## config.mk

```make
export PLATFORM = sky130hd
export DESIGN_NAME = branch_resolve_ex
export DESIGN_NICKNAME = d
export VERILOG_FILES = /design/src/rtl/branch_resolve_ex.sv
export SDC_FILE = /design/constraint.sdc
export NUM_CORES = 1
export LEC_CHECK = 0
export BUFFER_PORTS_ARGS = -buffer_cell sky130_fd_sc_hd__clkbuf_2
export CAP_MARGIN = 10
export CORE_MARGIN = 3
export CORE_UTILIZATION = 44
export CTS_CLUSTER_DIAMETER = 200
export DETAILED_ROUTE_END_ITERATION = 6
export GPL_TIMING_DRIVEN = 0
export PLACE_DENSITY_LB_ADDON = 0.05
export SETUP_SLACK_MARGIN = 0.02
export SLEW_MARGIN = 30
export SYNTH_ARGS = -nofsm -noshare
export SYNTH_HDL_FRONTEND = slang
export SYNTH_SLANG_ARGS = --single-unit
export TNS_END_PERCENT = 100
```

## constraint.sdc

```tcl
create_clock -name clk -period 2.5 [get_ports clk]
set_input_delay 0.125 -clock clk [delete_from_list [all_inputs] [get_ports clk]]
set_output_delay 0.125 -clock clk [all_outputs]
set_load 0.01 [all_outputs]
```

## src/rtl/branch_resolve_ex.sv

```systemverilog
// EX-stage branch resolution: computes branch/jump targets, registers the redirect
// decision into EX/MEM, and squashes SQUASH_N wrong-path instructions after a redirect.
module branch_resolve_ex #(
  parameter int ADDR_W   = 32,
  parameter int IMM_W    = 16,
  parameter int SQUASH_N = 2,
  parameter int CNT_W    = 16
) (
  input  logic              clk,
  input  logic              rst_n,
  input  logic              valid_in,
  input  logic              stall_in,
  input  logic              flush_in,
  input  logic [ADDR_W-1:0] PostPc,
  input  logic [IMM_W-1:0]  imm,
  input  logic [25:0]       jidx,
  input  logic              is_beq,
  input  logic              is_bne,
  input  logic              is_jmp,
  input  logic              zero,
  output logic              valid_out,
  output logic              taken_out,
  output logic [ADDR_W-1:0] target_out,
  output logic              squash_out,
  output logic              misalign_out,
  output logic [CNT_W-1:0]  redirect_cnt
);

  typedef enum logic {IDLE, SQUASH} state_e;

  // Region bits above the 28-bit jump field come from PostPc; empty when ADDR_W <= 28.
  localparam logic [ADDR_W-1:0] HI_MASK = ~ADDR_W'(28'hFFF_FFFF);

  state_e            state_q;
  logic [2:0]        sq_cnt_q;
  logic              valid_q, taken_q, misalign_q;
  logic [ADDR_W-1:0] target_q;
  logic [CNT_W-1:0]  cnt_q;

  logic              eff_valid;
  logic              taken_d;
  logic              misalign_d;
  logic [ADDR_W-1:0] br_off, br_tgt, jmp_tgt, target_d;

  assign squash_out = (state_q == SQUASH);
  assign eff_valid  = valid_in & ~squash_out;
  assign taken_d    = eff_valid & ((is_beq & zero) | (is_bne & ~zero) | is_jmp);

  // Size cast sign-extends (or truncates) the immediate to the address width.
  assign br_off  = ADDR_W'($signed(imm));
  assign br_tgt  = PostPc + (br_off << 2);
  assign jmp_tgt = (PostPc & HI_MASK) | ADDR_W'({jidx, 2'b00});

  // NOTE: default assignment first so every path drives target_d and no latch is inferred.
  always_comb begin
    target_d = PostPc;
    if (taken_d) target_d = is_jmp ? jmp_tgt : br_tgt;
  end

  assign misalign_d = taken_d & (target_d[1:0] != 2'b00);

  // NOTE: state registers use non-blocking assignments so all flops update from pre-edge values.
  always_ff @(posedge clk or negedge rst_n) begin
    if (!rst_n) begin
      state_q    <= IDLE;
      sq_cnt_q   <= '0;
      valid_q    <= 1'b0;
      taken_q    <= 1'b0;
      misalign_q <= 1'b0;
      target_q   <= '0;
      cnt_q      <= '0;
    end else if (flush_in) begin
      state_q    <= IDLE;
      sq_cnt_q   <= '0;
      valid_q    <= 1'b0;
      taken_q    <= 1'b0;
      misalign_q <= 1'b0;
    end else if (!stall_in) begin
      valid_q    <= eff_valid;
      taken_q    <= taken_d;
      target_q   <= target_d;
      misalign_q <= misalign_d;
      if (taken_d && !(&cnt_q)) cnt_q <= cnt_q + CNT_W'(1);
      case (state_q)
        // Enter SQUASH on the edge that registers the redirect, so the very next
        // instruction in EX is already treated as wrong-path.
        IDLE: if (taken_d) begin
          state_q  <= SQUASH;
          sq_cnt_q <= 3'(SQUASH_N);
        end
        SQUASH: if (valid_in) begin
          if (sq_cnt_q == 3'd1) begin
            state_q  <= IDLE;
            sq_cnt_q <= '0;
          end else begin
            sq_cnt_q <= sq_cnt_q - 3'd1;
          end
        end
        default: state_q <= IDLE;
      endcase
    end
  end

  assign valid_out    = valid_q;
  assign taken_out    = taken_q;
  assign target_out   = target_q;
  assign misalign_out = misalign_q;
  assign redirect_cnt = cnt_q;

endmodule

```

## Yosys cells after proc, flatten, opt, wreduce, memory -nomap -nowiden

Cells that the tools add are included.

| word-level totals | value |
|---|---|
| register bits after elaboration | 55 |
| output and inout bits | 52 |
| word-level logic and storage cells | 53 |

| cells by class | value |
|---|---|
| bitwise gates (word level) | 12 |
| equal/unequal tests | 4 |
| reduce and logical (&&, ||, !) cells | 7 |
| muxes and demuxes | 20 |
| add/subtract/negate cells | 3 |

Operator list:

| operator | count |
|---|---|
| 32-bit 2-to-1 mux | 2 |
| 32-bit adder | 1 |
| 32-bit by 28-bit OR with 32-bit output | 1 |
| 16-bit by 1-bit adder with 16-bit output (second input constant) | 1 |
| 16-bit AND reduction | 1 |
| 3-bit 2-to-1 mux | 5 |
| 1-bit 2-to-1 mux | 11 |
| 3-bit != test (second input constant) | 2 |
| 3-bit one-hot mux with 2 select lines | 1 |
| 3-bit AND reduction | 2 |
| 1-bit bitwise AND | 5 |
| 1-bit inverter | 4 |
| 3-bit by 1-bit == test with 1-bit output (second input constant) | 1 |
| 3-bit by 1-bit subtractor with 3-bit output (second input constant) | 1 |
| 2-bit by 1-bit != test with 1-bit output (second input constant) | 1 |
| 1-bit OR | 2 |
| 1-bit one-hot mux with 2 select lines | 1 |
| 2-bit AND reduction | 1 |
| 2-bit nonzero test | 1 |
| 1-bit logical AND | 1 |
| 1-bit logical NOT | 1 |

## Longest topological paths before layout

Gate-level depths: netlist of the first run.

| logic depth | value |
|---|---|
| word-level depth | 10 |
| depth in mapped cells | 11 |

## Least setup slack after synthesis of the first run

OpenSTA, ideal clock, no wires.

| path | value |
|---|---|
| kind | in2reg |
| from | input port PostPc[2] |
| to | register target_q[24], in the netlist target_out[24] |
| data required time | 2371 ps |
| library setup time | 129 ps |
| arrival time | 2119 ps |
| stages | 11 |
| path slack | 252 ps |
| path through | ha_1 fa_1 a21oi_1 o211ai_1 o31a_1 o21ai_1 o21ai_1 a211oi_1 nor2_1 xnor2_1 a21oi_1 |

| on the way | value |
|---|---|
| cells in the longest elaborated chain, start to end | 3 |

RTL lines:

| item | line | RTL |
|---|---|---|
| start, declared | 14 | `input logic [ADDR_W-1:0] PostPc,` |
| 32-bit adder | 51 | `assign br_tgt = PostPc + (br_off << 2);` |
| 32-bit 2-to-1 mux (2 in series) | 57 | `if (taken_d) target_d = is_jmp ? jmp_tgt : br_tgt;` |
| end signal, assigned | 81 | `target_q <= target_d;` |
| end, declared | 37 | `logic [ADDR_W-1:0] target_q;` |

No other way between the ends.
A chain may end at the register's enable or synchronous reset.

## Worst setup path in the final report of the first run

| path | value |
|---|---|
| from | input port imm[15] |
| to | register target_q[31], in the netlist target_out[31] |

| on the way | value |
|---|---|
| cells in the longest elaborated chain, start to end | 3 |

RTL lines:

| item | line | RTL |
|---|---|---|
| start, declared | 15 | `input logic [IMM_W-1:0] imm,` |
| 32-bit adder | 51 |  |
| 32-bit 2-to-1 mux (2 in series) | 57 |  |

No other way between the ends.

==> impl_metrics.toml, run 1 <==
[cells_and_area]
syn_to_final_growth_pct = 22.4
antenna-diode-count = 0
drive_gt1_frac = 0.267
final_cells = 792
final_area_mm2 = 0.00535
finalCoreUtilization = 0.565
fin_nets = 778

[synthesis]
syn_nets = 637
synthTopCellsByArea = "dfrtp_1 (32%), ha_1 (9.2%), nand2_1 (6.0%)"
async_flop_share = 1.00
synth_ff_type = "dfrtp_1"
yosys.area.top_type = "dfrtp_1"
ys_types = 68
seq_area_frac_synth = 0.315
ys_ff_latch = 55
avgSynthCellArea_um2 = 8.38
synthCells = 521
synthesis.area_mm2 = 0.00437
synth_top_area_frac = 0.315
yosysWarnings = 0
synth_edf_count = 0

[setup_path]
crit_required_ns = 2.75
arrival_ns = 2.52
worstSetupEndpointType = "register"
crit_slowest_cell = "mux2_4"
path_class = "in -> reg"
worstPathBufferInverterCount = 2
worst_path_largest_cell_delay_ns = 0.34
path_cells = "clkbuf_4 -> ha_1 -> buf_2 -> a21o_1 -> a21o_1 -> a21oi_2 -> a31oi_4 -> o31ai_2 -> mux2_4 -> a21o_1 -> a31oi_1"
crit_path_frequent_cell = "a21o_1"
start_kind = "input pin"
critPathTopFamily = "compound AO/OA/AOI/OAI gates"
cp_max_fo = 19

[timing]
rsz0062_at_grt = "no"
relSlewSlack = 0.555
max_freq_mhz = 442
whs_ns = 0.0160
fin_ws_ns = 0.236
setup_viol = 0
min_period_over_period = 0.906
drv_slew = 0
worstMarginPinSlew_ns = 0.667
fin_setup_tns_ns = 0
finClkSkew_ns = 0.00812
min_period_ns = 2.26
final-hold-violation-count = 0

[global_route]
grt-ovfl-total = 0
grt_max_degree = 36
grt_pass1_vias = 4247
grtUsageTotal = 0.232
grt_pass1_wl_um = 21300
antenna_found_initial = 0

[floorplanning]
rows = 35
die_x_um = 106
core_area_mm2 = 0.00946
start_util = 0.462
pin_count = 135
dieArea_mm2 = 0.0112
die_h_um = 106

[drt]
ant_nets = 0
wl_um = 12900
dr.pass1.iters = 4
via_per_inst = 5.48
drt_iter0_drc = 176
routedWlPerCell_um = 16.3
drcViolationCount = 0
num_vias = 4337

[pwr]
p_switching_mw = 1.02
peakVddDrop_uv = 269
power_mw = 2.68
swShare = 0.382
p_clk_frac = 0.215
pwr-share-comb = 0.375
p_per_area_mw_per_mm2 = 500
internal-power_mw = 1.65
seq_power_share = 0.410
p_leak_nw = 2.60

[placement]
dp.cells = 783
place_ws_ns = -0.314
dpl.hpwl_um = 10100
dpl_cell_area_mm2 = 0.00521
io_buffers = 132
gp_congestion = 0.844

[clock_tree]
cts-root-buf = "clkbuf_8"
cts.clk_slew.worst_paths_ns = 0.12
cts.path.max_buffers = 2
tritoncts = "done"
cts_buffers = 5
clock_latency_ns = 0.33
htree_levels = 2
postCtsSetupBuffers = 0
clock-sinks = 55

[flow_run]
drv_cap = 0

[worst_hold_path]
hold_path_class = "in -> reg"

[status]
status = "completed"
[layout by cell type, fill, tap and decap left out, types with 6 or more instances in the layout]
master / instances
clkbuf_2: 134
nand2_1: 70
dfrtp_1: 55
o21ai_0: 44
nor2_1: 35
a21oi_1: 33
ha_1: 32
xnor2_1: 26
nand3_1: 22
o211ai_1: 18
a21o_1: 17
xor2_1: 14
clkbuf_1: 13
o21ai_1: 10
nor3_1: 10
inv_1: 8
nand4_1: 8
clkbuf_8: 7
a211oi_1: 7
mux2i_1: 6
[layout make-up]
class                           count  area [µm²]
Sequential cell                    55        1380
Inverter                            9        33.8
Tap cell                          129         161
Timing Repair Buffer              134         696
Clock inverter                      3        31.3
Multi-Input combinational cell    432        2840
Buffer                             25         138
Clock buffer                        5        68.8
Fill cell                         950        4110
[state kept, by name, indices dropped and copies added (netlist names)]
name,flops
target_out,32
sq_cnt_q,3
valid_out,1
taken_out,1
squash_out,1
misalign_out,1
redirect_cnt,16
[layer usage]
metal	wire length, µm	global-route usage
met5	0	0
met4	93	0.0500
met3	589	0.0239
met2	6280	0.403
met1	5920	0.313
[cells in the mapped netlist (3+ instances only)]
master and number:
nand4_1 8, a211oi_1 7, o21ai_1 11, xnor2_1 26
or3_1 4, o21ai_0 44, nor2b_1 4, mux2i_1 6
inv_1 8, a21oi_1 35, clkbuf_1 14, a31oi_1 5
buf_1 3, ha_1 32, buf_2 3, nor3_1 10
nor2_1 35, xor2_1 14, a21o_1 17, o21bai_1 3
nand2_1 70, and4_1 4, o21a_1 3, and3_2 3
nor4_1 5, and3_1 5, dfrtp_1 55, o211ai_1 18
nand3_1 22
[kinds of logic (layout without fill, tap and decap cells)]
logic type / after synthesis / count (layout) / share of synthesized area
multiplexers: 9 / 9 / 0.0223
buffers and inverters: 34 / 176 / 0.0384
flip-flops: 55 / 55 / 0.315
AO/OA/AOI/OAI: 163 / 163 / 0.241
AND/OR/NAND/NOR: 187 / 187 / 0.207
adder cells (fa/ha/maj): 33 / 33 / 0.0963
XOR/XNOR: 40 / 40 / 0.0802
[timing repair]
item	4_1_cts	5_1_grt
setup endpoints to repair	0	18
hold buffers	1	0
hold endpoints to repair	20	0
gates resized for setup	0	10
[tightest hold or removal path, delay by kind of cell]
kind,cells,cell delay (ns)
and+or+nand+nor,2,0.11
buffers and inverters,1,0.09
[path summary, 6_finish.rpt]
check	from	endpoint	slack (ns)	cells past startpoint
max in group asynchronous	rst_n	sq_cnt_q[1]	1.76	3
min in group asynchronous	rst_n	redirect_cnt[13]	0.24	2
max	imm[15]	target_out[31]	0.24	11
min	PostPc[1]	target_out[1]	0.02	3
min reg2reg	target_out[1]	target_out[1]	0.48	2
max reg2reg	squash_out	redirect_cnt[10]	0.29	6
[power by group through the flow]
stage	registers, mW	logic [mW]	clock network [mW]
after floorplan	1.16	0.566	0
after CTS	1.10	1.00	0.587
after global routing	1.11	1.13	0.625
after global placement	1.11	0.979	0
final	1.10	1.00	0.574
after detailed placement	1.11	0.995	0
(Power assumes the default switching activity.)
==> run 2, diff against run 1 <==
--- a/config.mk
+++ b/config.mk
@@ -5,6 +5,7 @@
 export SDC_FILE = /design/constraint.sdc
 export NUM_CORES = 1
 export LEC_CHECK = 0
+export ABC_AREA = 1
 export BUFFER_PORTS_ARGS = -buffer_cell sky130_fd_sc_hd__clkbuf_2
 export CAP_MARGIN = 10
 export CORE_MARGIN = 3
==> impl_metrics.toml, run 2 <==
[floorplanning]
dieArea_mm2 = 0.0121
core_area_mm2 = 0.0104
die_x_um = 110
die_h_um = 110
rows = 37
start_util = 0.458
pin_count = 135

[timing]
final-hold-violation-count = 0
rsz0062_at_grt = "no"
relSlewSlack = 0.583
drv_slew = 0
max_freq_mhz = 523
worstMarginPinSlew_ns = 0.625
min_period_ns = 1.91
fin_setup_tns_ns = 0
min_period_over_period = 0.765
setup_viol = 0
finClkSkew_ns = 0.00730

[global_route]
grt_max_degree = 42
antenna_found_initial = 0
grt_pass1_wl_um = 24100
grtUsageTotal = 0.256
grt_pass1_vias = 4760
grt-ovfl-total = 0

[placement]
io_buffers = 134
gp_congestion = 0.982
dp.cells = 1007
dpl.hpwl_um = 13000
dpl_cell_area_mm2 = 0.00563

[cells_and_area]
final_cell_mix = "nand2_1 (195), clkbuf_2 (133), nor2_1 (124), a21oi_1 (79), inv_1 (69)"
largest_register_ffs = 32
syn_to_final_growth_pct = 20.6
final_cells = 1015
fillerInstances = 1078
final_common_cell = "nand2_1"
fin_nets = 995
drive_gt1_frac = 0.187
antenna-diode-count = 0
final_area_mm2 = 0.00575

[synthesis]
avgSynthCellArea_um2 = 6.48
synth_ff_type = "dfrtp_1"
synthTopCellsByArea = "dfrtp_1 (29%), nand2_1 (15%), nor2_1 (9.8%)"
synthTopCellsByCount = "nand2_1 (195), nor2_1 (124), a21oi_1 (79)"
seq_area_frac_synth = 0.289
synthCells = 736
synth_edf_count = 0
ys_ff_latch = 55
yosys.area.top_type = "dfrtp_1"
async_flop_share = 1.00
yosysWarnings = 0
syn_nets = 852
ys_types = 38
synthesis.area_mm2 = 0.00477
synth_most_common_cell = "nand2_1"
synth_top_area_frac = 0.289

[clock_tree]
clock_latency_ns = 0.31
holdBufCountCts = 1
tritoncts = "done"
htree_levels = 2
postCtsSetupBuffers = 0
cts.path.max_buffers = 2
cts_resized = 0
cts_buffers = 5
cts.clk_slew.worst_paths_ns = 0.10
cts-root-buf = "clkbuf_8"
clock-sinks = 55

[setup_path]
cp_max_fo = 4
r2r-start = "redirect_cnt[1]"
crit_required_ns = 2.70
worst_path_largest_cell_delay_ns = 0.39
ff2ff_setup_slack_ns = 0.74
critPathTopFamily = "simple AND/OR/NAND/NOR gates"
path_class = "in -> reg"
arrival_ns = 2.11
worstPathBufferInverterCount = 1
path_cells = "clkbuf_2 -> ha_1 -> fa_1 -> nand2_1 -> nand2_1 -> and2_1 -> nand2_1 -> nand2_1 -> nand2_1 -> nand2_1 -> xnor2_1 -> nand2_1 -> nand2_1 -> a21oi_1"
worstSetupEndpointType = "register"
crit_path_frequent_cell = "nand2_1"
reg2regPathDepth = 11
start_kind = "input pin"
crit_slowest_cell = "fa_1"
reg2reg_to = "redirect_cnt[14]"

[pwr]
p_leak_nw = 3.08
peakVddDrop_uv = 318
p_per_area_mw_per_mm2 = 491

[drt]
via_per_inst = 5.15
wl_um = 15500
drt_iter0_drc = 346
num_vias = 5230
routedWlPerCell_um = 15.3
drcViolationCount = 0
ant_nets = 0
dr.pass1.iters = 5

[worst_hold_path]
hold_start = "flush_in"
hold_path_class = "in -> reg"
hold_depth = 2
worstHoldEndpoint = "sq_cnt_q[1]"

[flow_run]
drv_cap = 0

[status]
status = "completed"
run 2: cell count changes after synthesis, sizes merged, moves of 9 or more:
cell	delta
and3	-9
a21oi	+44
inv	+66
nand2	+129
nand3	+15
xnor2	-21
nor2	+89
o211ai	-13
o21ai	-21
a21o	-17
run 2: cell type report:
| type | count | area, µm² | share of cell area |
|---|---|---|---|
| clock inverter | 2 | 37.5 | 0.00653 |
| clock buffer | 5 | 68.8 | 0.0120 |
| inverter | 76 | 285 | 0.0497 |
| tap | 136 | 170 | 0.0296 |
| sequential | 55 | 1380 | 0.240 |
| multi-input combinational | 589 | 3040 | 0.529 |
| timing repair buffer | 136 | 703 | 0.122 |
| buffer | 16 | 65.1 | 0.0113 |
run 2: how the worst max path moves through the flow:
stage,start,endpoint,cells after the start
2_1_floorplan,PostPc[2],target_out[30],13
3_3_place_gp,PostPc[2],target_out[14],14
3_5_place_dp,PostPc[2],target_out[14],14
4_1_cts,PostPc[2],target_out[14],14
5_1_grt,PostPc[2],target_out[14],14
6_report,PostPc[2],target_out[14],14
run 2: through the flow:
step | hold WS [ns] | util | total power, mW | worst slack (ns)
floorplan | -0.171 | - | 1.79 | 0.805
global placement | 0.378 | 0.538 | 2.21 | 0.296
detailed placement | 0.0419 | 0.540 | 2.23 | 0.300
CTS | 0.0546 | 0.552 | 2.84 | 0.633
global route | 0.0723 | 0.552 | 3.03 | 0.422
finish | 0.0686 | 0.552 | 2.82 | 0.588
run 2: cell families after synthesis:
| family | Yosys count | synth area share |
|---|---|---|
| compound gates | 135 | 0.157 |
| simple gates | 395 | 0.345 |
| xor+xnor | 26 | 0.0478 |
| flops | 55 | 0.289 |
| buf+inv | 92 | 0.0735 |
| fa+ha+maj | 33 | 0.0882 |
run 2: where the power goes:
group	internal, mW	switching (mW)
combinational	0.414	0.703
sequential	1.01	0.0880
clock	0.294	0.311
total	1.72	1.10
run 2: worst reg2reg max path, stage by stage, from the launching register on:
cell and delay [ns]:
dfrtp_1 0.41, ha_1 0.20, inv_1 0.06, nor2_1 0.19, nand3_1 0.15, nand2_4 0.15, inv_2 0.07, nand2_2 0.08
inv_2 0.05, nand2_2 0.09, nor3_2 0.05, xor2_1 0.14
run 2: per-layer routing:
metal  track usage  share of wire
met1         0.357           0.47
met5             0              0
met4        0.0436          0.011
met2         0.430           0.47
met3        0.0309          0.048
